[config.mk]
export PLATFORM = sky130hd
export DESIGN_NAME = uart_rx
export DESIGN_NICKNAME = d
export VERILOG_FILES = /design/src/rtl/uart_rx.sv
export SDC_FILE = /design/constraint.sdc
export NUM_CORES = 1
export LEC_CHECK = 0
export CAP_MARGIN = 30
export CORE_MARGIN = 2
export CORE_UTILIZATION = 30
export DETAILED_ROUTE_END_ITERATION = 16
export SLEW_MARGIN = 25
export SYNTH_ARGS = -nofsm -noshare
export SYNTH_HDL_FRONTEND = slang
export SYNTH_SLANG_ARGS = --single-unit
[constraint.sdc]
create_clock -name clk -period 2.78 [get_ports clk]
set_clock_uncertainty 0.05 [all_clocks]
set_input_delay 0.278 -clock clk [delete_from_list [all_inputs] [get_ports clk]]
set_output_delay 0.278 -clock clk [all_outputs]
set_load 0.01 [all_outputs]
[src/rtl/uart_rx.sv]
// 8N1 UART receiver: synchronizes rx into clk, recovers bytes with a one-cycle data_en strobe.
// Optional 8E1 framing with even-parity check when UART_RX_PARITY_EN is defined.
module uart_rx #(
   parameter int CLKS_PER_BIT = 104,
   parameter int SYNC_STAGES  = 2
) (
   input  logic       clk,
   input  logic       rst,
   input  logic       rx,
   output logic [7:0] data_out,
   output logic       data_en,
   output logic       frame_err,
   output logic       busy
);

   localparam int CW = $clog2(CLKS_PER_BIT);
   localparam logic [CW-1:0] LP_FULL = CW'(CLKS_PER_BIT - 1);
   localparam logic [CW-1:0] LP_HALF = CW'(CLKS_PER_BIT / 2 - 1);
   localparam logic [CW-1:0] LP_ONE  = CW'(1);

   typedef enum logic [2:0] {
      S_IDLE   = 3'd0,
      S_START  = 3'd1,
      S_DATA   = 3'd2,
`ifdef UART_RX_PARITY_EN
      S_PARITY = 3'd3,
`endif
      S_STOP   = 3'd4,
      S_BREAK  = 3'd5
   } state_t;

   logic [SYNC_STAGES-1:0] r_sync;
   logic                   w_rx_s;
   state_t                 r_state;
   logic [CW-1:0]          r_cnt;
   logic [2:0]             r_bit;
   logic [7:0]             r_shift;
   logic [7:0]             r_data;
   logic                   r_en;
   logic                   r_err;
   logic                   r_busy;
`ifdef UART_RX_PARITY_EN
   logic                   r_par;
`endif

   // Bring the asynchronous line into the clk domain; idle level is high.
   always_ff @(posedge clk) begin
      if (rst) begin
         r_sync <= '1;
      end else begin
         r_sync <= {r_sync[SYNC_STAGES-2:0], rx};
      end
   end

   assign w_rx_s = r_sync[SYNC_STAGES-1];

   // Frame FSM; counter restarts on every state change so each wait is measured from entry.
   always_ff @(posedge clk) begin
      if (rst) begin
         r_state <= S_IDLE;
         r_cnt   <= '0;
         r_bit   <= 3'd0;
         r_shift <= 8'h00;
         r_data  <= 8'h00;
         r_en    <= 1'b0;
         r_err   <= 1'b0;
         r_busy  <= 1'b0;
`ifdef UART_RX_PARITY_EN
         r_par   <= 1'b0;
`endif
      end else begin
         r_en  <= 1'b0;
         r_err <= 1'b0;
         case (r_state)
            S_IDLE: begin
               r_cnt <= '0;
               r_bit <= 3'd0;
               if (!w_rx_s) begin
                  r_state <= S_START;
                  r_busy  <= 1'b1;
               end
            end
            S_START: begin
               if (r_cnt == LP_HALF) begin
                  r_cnt <= '0;
                  if (!w_rx_s) begin
                     r_state <= S_DATA;
                  end else begin
                     r_state <= S_IDLE;
                     r_busy  <= 1'b0;
                  end
               end else begin
                  r_cnt <= r_cnt + LP_ONE;
               end
            end
            S_DATA: begin
               if (r_cnt == LP_FULL) begin
                  r_cnt   <= '0;
                  r_shift <= {w_rx_s, r_shift[7:1]};
                  if (r_bit == 3'd7) begin
                     r_bit <= 3'd0;
`ifdef UART_RX_PARITY_EN
                     r_state <= S_PARITY;
`else
                     r_state <= S_STOP;
`endif
                  end else begin
                     r_bit <= r_bit + 3'd1;
                  end
               end else begin
                  r_cnt <= r_cnt + LP_ONE;
               end
            end
`ifdef UART_RX_PARITY_EN
            S_PARITY: begin
               if (r_cnt == LP_FULL) begin
                  r_cnt   <= '0;
                  r_par   <= w_rx_s;
                  r_state <= S_STOP;
               end else begin
                  r_cnt <= r_cnt + LP_ONE;
               end
            end
`endif
            S_STOP: begin
               if (r_cnt == LP_FULL) begin
                  r_cnt <= '0;
                  if (w_rx_s) begin
                     r_state <= S_IDLE;
                     r_busy  <= 1'b0;
`ifdef UART_RX_PARITY_EN
                     // Parity failure still completes the frame, but reports an error instead of data.
                     if ((^{r_shift, r_par}) == 1'b0) begin
                        r_data <= r_shift;
                        r_en   <= 1'b1;
                     end else begin
                        r_err  <= 1'b1;
                     end
`else
                     r_data <= r_shift;
                     r_en   <= 1'b1;
`endif
                  end else begin
                     r_err   <= 1'b1;
                     r_state <= S_BREAK;
                  end
               end else begin
                  r_cnt <= r_cnt + LP_ONE;
               end
            end
            S_BREAK: begin
               r_cnt <= '0;
               if (w_rx_s) begin
                  r_state <= S_IDLE;
                  r_busy  <= 1'b0;
               end
            end
            default: begin
               r_state <= S_IDLE;
               r_cnt   <= '0;
               r_busy  <= 1'b0;
            end
         endcase
      end
   end

   assign data_out  = r_data;
   assign data_en   = r_en;
   assign frame_err = r_err;
   assign busy      = r_busy;

endmodule

# Word level (Yosys, flattened, before mapping)
# Cells that the tools add are included.
# classes
reduce_logical	9
n_mux	22
n_addsub	2
n_bitwise	3
eq_ne	13
# op_table
operator	n
two-way mux 3 bit	9
case mux 3 bit (5 select lines)	1
two-way mux 7 bit	2
case mux 7 bit (2 select lines)	1
inequality test 2 bit (second input constant)	6
== test 3 bit (second input constant)	3
adder 7 x 1 -> 7 bit (second input constant)	1
== test 7 x 6 -> 1 bit (second input constant)	1
== test 7 bit (second input constant)	1
two-way mux 1 bit	6
case mux 3 bit (2 select lines)	1
AND reduction 6 bit	1
case mux 1 bit (5 select lines)	1
AND reduction 2 bit	2
AND reduction 4 bit	1
adder 3 x 1 -> 3 bit (second input constant)	1
== test 3 x 1 -> 1 bit (second input constant)	1
== test 3 x 2 -> 1 bit (second input constant)	1
logical NOT 3 bit	1
NOT 1 bit	3
AND reduction 3 bit	1
OR reduction 3 bit	1
two-way mux 2 bit	1
nonzero test 2 bit	1
OR reduction 2 bit	1
# word_totals
word_cells	58
output_inout_bits	11
in_bits	3
reg_bits	34

# Logic depth before layout (Yosys ltp)
# logic_depth
ltp_word	4
depth_mapped	8
depth_no_buf	7

# Least setup slack after synthesis
# Ideal clock, no wire load.
# synth_timing
path_kind	register to register
start	register r_cnt[0]
end	register r_data[0], in the netlist data_out[0]
path_slack_ps	744
t_required_ps	2602
synth_period_minus_slack_ps	2036
arrival_ps	1858
path_stages_with_launch	9
setup_time_ps	128
n_path_buf	2
path_cell_list	dfxtp_1 ha_1 nand3b_1 or3_1 buf_6 or3_4 buf_6 mux2i_1 nor2_1
# synth_between
elab_chain_cells	2
# synth_rtl
element	line	text
start, declared	35	logic [CW-1:0] r_cnt;
start signal, assigned	93	r_cnt <= r_cnt + LP_ONE;
start signal, assigned	111	r_cnt <= r_cnt + LP_ONE;
start signal, assigned	148	r_cnt <= r_cnt + LP_ONE;
== test 7 bit	126	if (r_cnt == LP_FULL) begin
AND reduction 3 bit (no line)	-	
end signal, assigned	140	r_data <= r_shift;
end, declared	38	logic [7:0] r_data;
# No other way between the ends.
# A chain may end at the register's enable or synchronous reset.

# Worst setup path in the final report
# layout_timing
start	register r_cnt[0]
end	register r_data[1], in the netlist data_out[1]
# Same word-level chain as after synthesis.

==> reports/qor.yml <==
route:
  drtIter0Drc: 66
  drc_errors: 0
  finalWirelength_mm: 2.58
  drtPass1Iterations: 4
  num_vias: 1111
  drt-wirelength-per-cell_microns: 10.7
  via_per_inst: 4.59
  ant_nets: 0
synth:
  ys_types: 32
  avgSynthCellArea_sq_um: 8.97
  yosys.area.top_type_share: 0.465
  post_synth_inst_count: 163
  synth_top_area_cell: "dfxtp_1"
  seq_area_frac_synth: 0.465
  synthesis.area_sq_mm: 0.00146
  synth-seq-cells: 34
  syn_nets: 169
  synth_top_cells_by_area: "dfxtp_1 (47%), mux2i_1 (7.5%), nor2_1 (6.7%)"
  ys_warn_count: 0
cts:
  cts_root_buf: "clkbuf_8"
  insertion_delay_ns: 0.29
  cts_hold_buffers: 0
  tritoncts: "built"
  cts.path.max_buffers: 2
  cts_setup_buffers: 0
  cts_resized: 0
  path_clk_slew_ns: 0.07
  cts-htree-levels: 2
  cts.sinks: 34
  cts_made_buffers: 5
floorplanning:
  start_util: 0.310
  rows: 25
  dieArea_sq_mm: 0.00545
  die_h_microns: 73.8
  ios: 14
  die_w_microns: 73.8
  core_area_sq_mm: 0.00472
sta:
  setup_viol: 0
  fin_tns_setup_ns: 0
  rsz0062_at_grt: "no"
  tightest_slew_ns: 0.729
  min_period_over_period: 0.780
  slew_violations: 0
  fmax_ghz: 0.461
  finalCriticalPeriod_ns: 2.17
  max_slew_margin: 0.513
  hold_viol: 0
final_layout:
  drive_gt1_frac: 0.131
  mostFrequentLayoutCells: "dfxtp_1 (34), nor2_1 (26), nand2_1 (13), clkdlybuf4s50_1 (13), nand3_1 (12)"
  fin_area_sq_mm: 0.00177
  layout_commonest_cell: "dfxtp_1"
  fin_nets: 180
  num_antenna_cells: 0
  fillCellCount: 494
  syn2layout_area_growth_pct: 21.1
  stdcell_count: 242
global_route:
  antenna_found_initial: 0
  grt_pass1_vias: 1040
  overflow: 0
  grt_max_degree: 22
  grt_util_all_layers: 0.114
  grt_pass1_wl_mm: 4.72
power_and_ir_drop:
  p_switching_w: 0.000236
  p_leak_nw: 0.672
  p_total_w: 0.00112
  peakVddDrop_mv: 0.250
  powerDensity_mw_per_mm2: 634
  pwr-share-comb: 0.063
  power.internal_w: 0.000886
  swShare: 0.211
  pwr-share-clk: 0.486
  seq_power_share: 0.450
placement:
  placed_cell_area_sq_mm: 0.00163
  place_congestion: 0.742
  io_buffer_count: 13
  dp_hpwl_mm: 1.74
  dp_cells: 234
setup_path:
  critPathKind: "reg2reg"
  cp.required_ns: 2.90
  endpoint_kind: "flip-flop"
  arrival_ns: 2.29
  crit_slowest_cell: "or3_4"
  path_cells: "ha_1, nand3b_1, or3_1, or3_4, mux2i_1, nor2_1"
  crit_path_start_kind: "flip-flop"
  cpPeakStageDelay_ns: 0.53
  path_max_fanout: 8
hold_path:
  hp-class: "reg2reg"
run_status:
  status: "complete, no violations"
flow_run:
  drv_cap: 0
[area by class of cell]
cell class / count / area [sq um] / area share
well taps: 67 / 83.8 / 0.0473
flip-flops and latches: 34 / 681 / 0.384
repair buffers: 15 / 145 / 0.0819
clock buffers: 5 / 68.8 / 0.0388
clock inverters: 3 / 68.8 / 0.0388
multi-input cells: 116 / 717 / 0.405
inverters: 2 / 7.51 / 0.00424
[sequential cells by signal, indices dropped and copies added, names as in the netlist]
| name | count |
|---|---|
| busy | 1 |
| data_en | 1 |
| data_out | 8 |
| frame_err | 1 |
| r_bit | 3 |
| r_cnt | 7 |
| r_shift | 8 |
| r_state | 3 |
| r_sync | 2 |
[path summary, 6_finish.rpt]
check | start | end | slack (ns) | cells after the start
hold / removal | r_sync[0] | r_sync[1] | 0.36 | 1
hold reg to reg | r_sync[0] | r_sync[1] | 0.36 | 1
setup / recovery | r_cnt[0] | data_out[1] | 0.61 | 6
setup reg to reg | r_cnt[0] | data_out[1] | 0.61 | 6
[power by group through the flow]
| stage | clock network [W] | logic, W | registers, W |
|---|---|---|---|
| floorplan | 0 | 0.0000591 | 0.000513 |
| global placement | 0 | 0.0000737 | 0.000517 |
| detailed placement | 0 | 0.0000716 | 0.000517 |
| CTS | 0.000560 | 0.0000724 | 0.000505 |
| global route | 0.000580 | 0.0000792 | 0.000508 |
| finish | 0.000546 | 0.0000712 | 0.000505 |
[layer usage]
metal | global-route usage | vias up | share of wire | wire, microns
met3 | 0.0398 | 7 | 0.054 | 138
met4 | 0.0667 | 0 | 0.027 | 70
met5 | 0 | - | 0 | 0
li1 | - | 578 | - | -
met2 | 0.164 | 26 | 0.43 | 1110
met1 | 0.146 | 500 | 0.49 | 1260
[Yosys cell counts, drive strengths merged]
cell,number
a211oi,1
a21o,1
a21oi,11
a22o,3
a22oi,4
a311oi,1
a31o,1
and2,1
and3,1
and3b,1
buf,3
clkbuf,8
dfxtp,34
ha,3
inv,2
mux2i,11
nand2,13
nand2b,4
nand3,12
nand3b,1
nor2,26
nor3,4
nor3b,1
nor4,2
o2111ai,1
o32ai,1
or2,4
or3,2
xnor2,3
xor2,3
[logic make-up (layout without fill, tap and decap cells)]
family,count (synthesis),after routing,synth area share
muxes,11,11,0.0753
DFF,34,34,0.465
and+or+nand+nor,72,72,0.236
adders and majority gates,3,3,0.0257
buffers and inverters,13,25,0.0445
xor gates and xnor gates,6,6,0.0359
AOI/OAI and AO/OA,24,24,0.117
[worst max-delay path: cells and delay by family, from the launching register on]
family	cells	cell delay, ns
multiplexers	1	0.18
AND/OR/NAND/NOR	4	1.23
adder cells (fa/ha/maj)	1	0.25
flip-flops	1	0.35
[per-stage QoR]
step                worst slack [ns]   util  hold WS [ns]
floorplan                      0.744      -         0.332
global placement               0.666  0.346         0.344
detailed placement             0.611  0.346         0.352
CTS                            0.593  0.375         0.369
global route                   0.443  0.375         0.390
finish                         0.610  0.375         0.364
(Power assumes the default switching activity.)
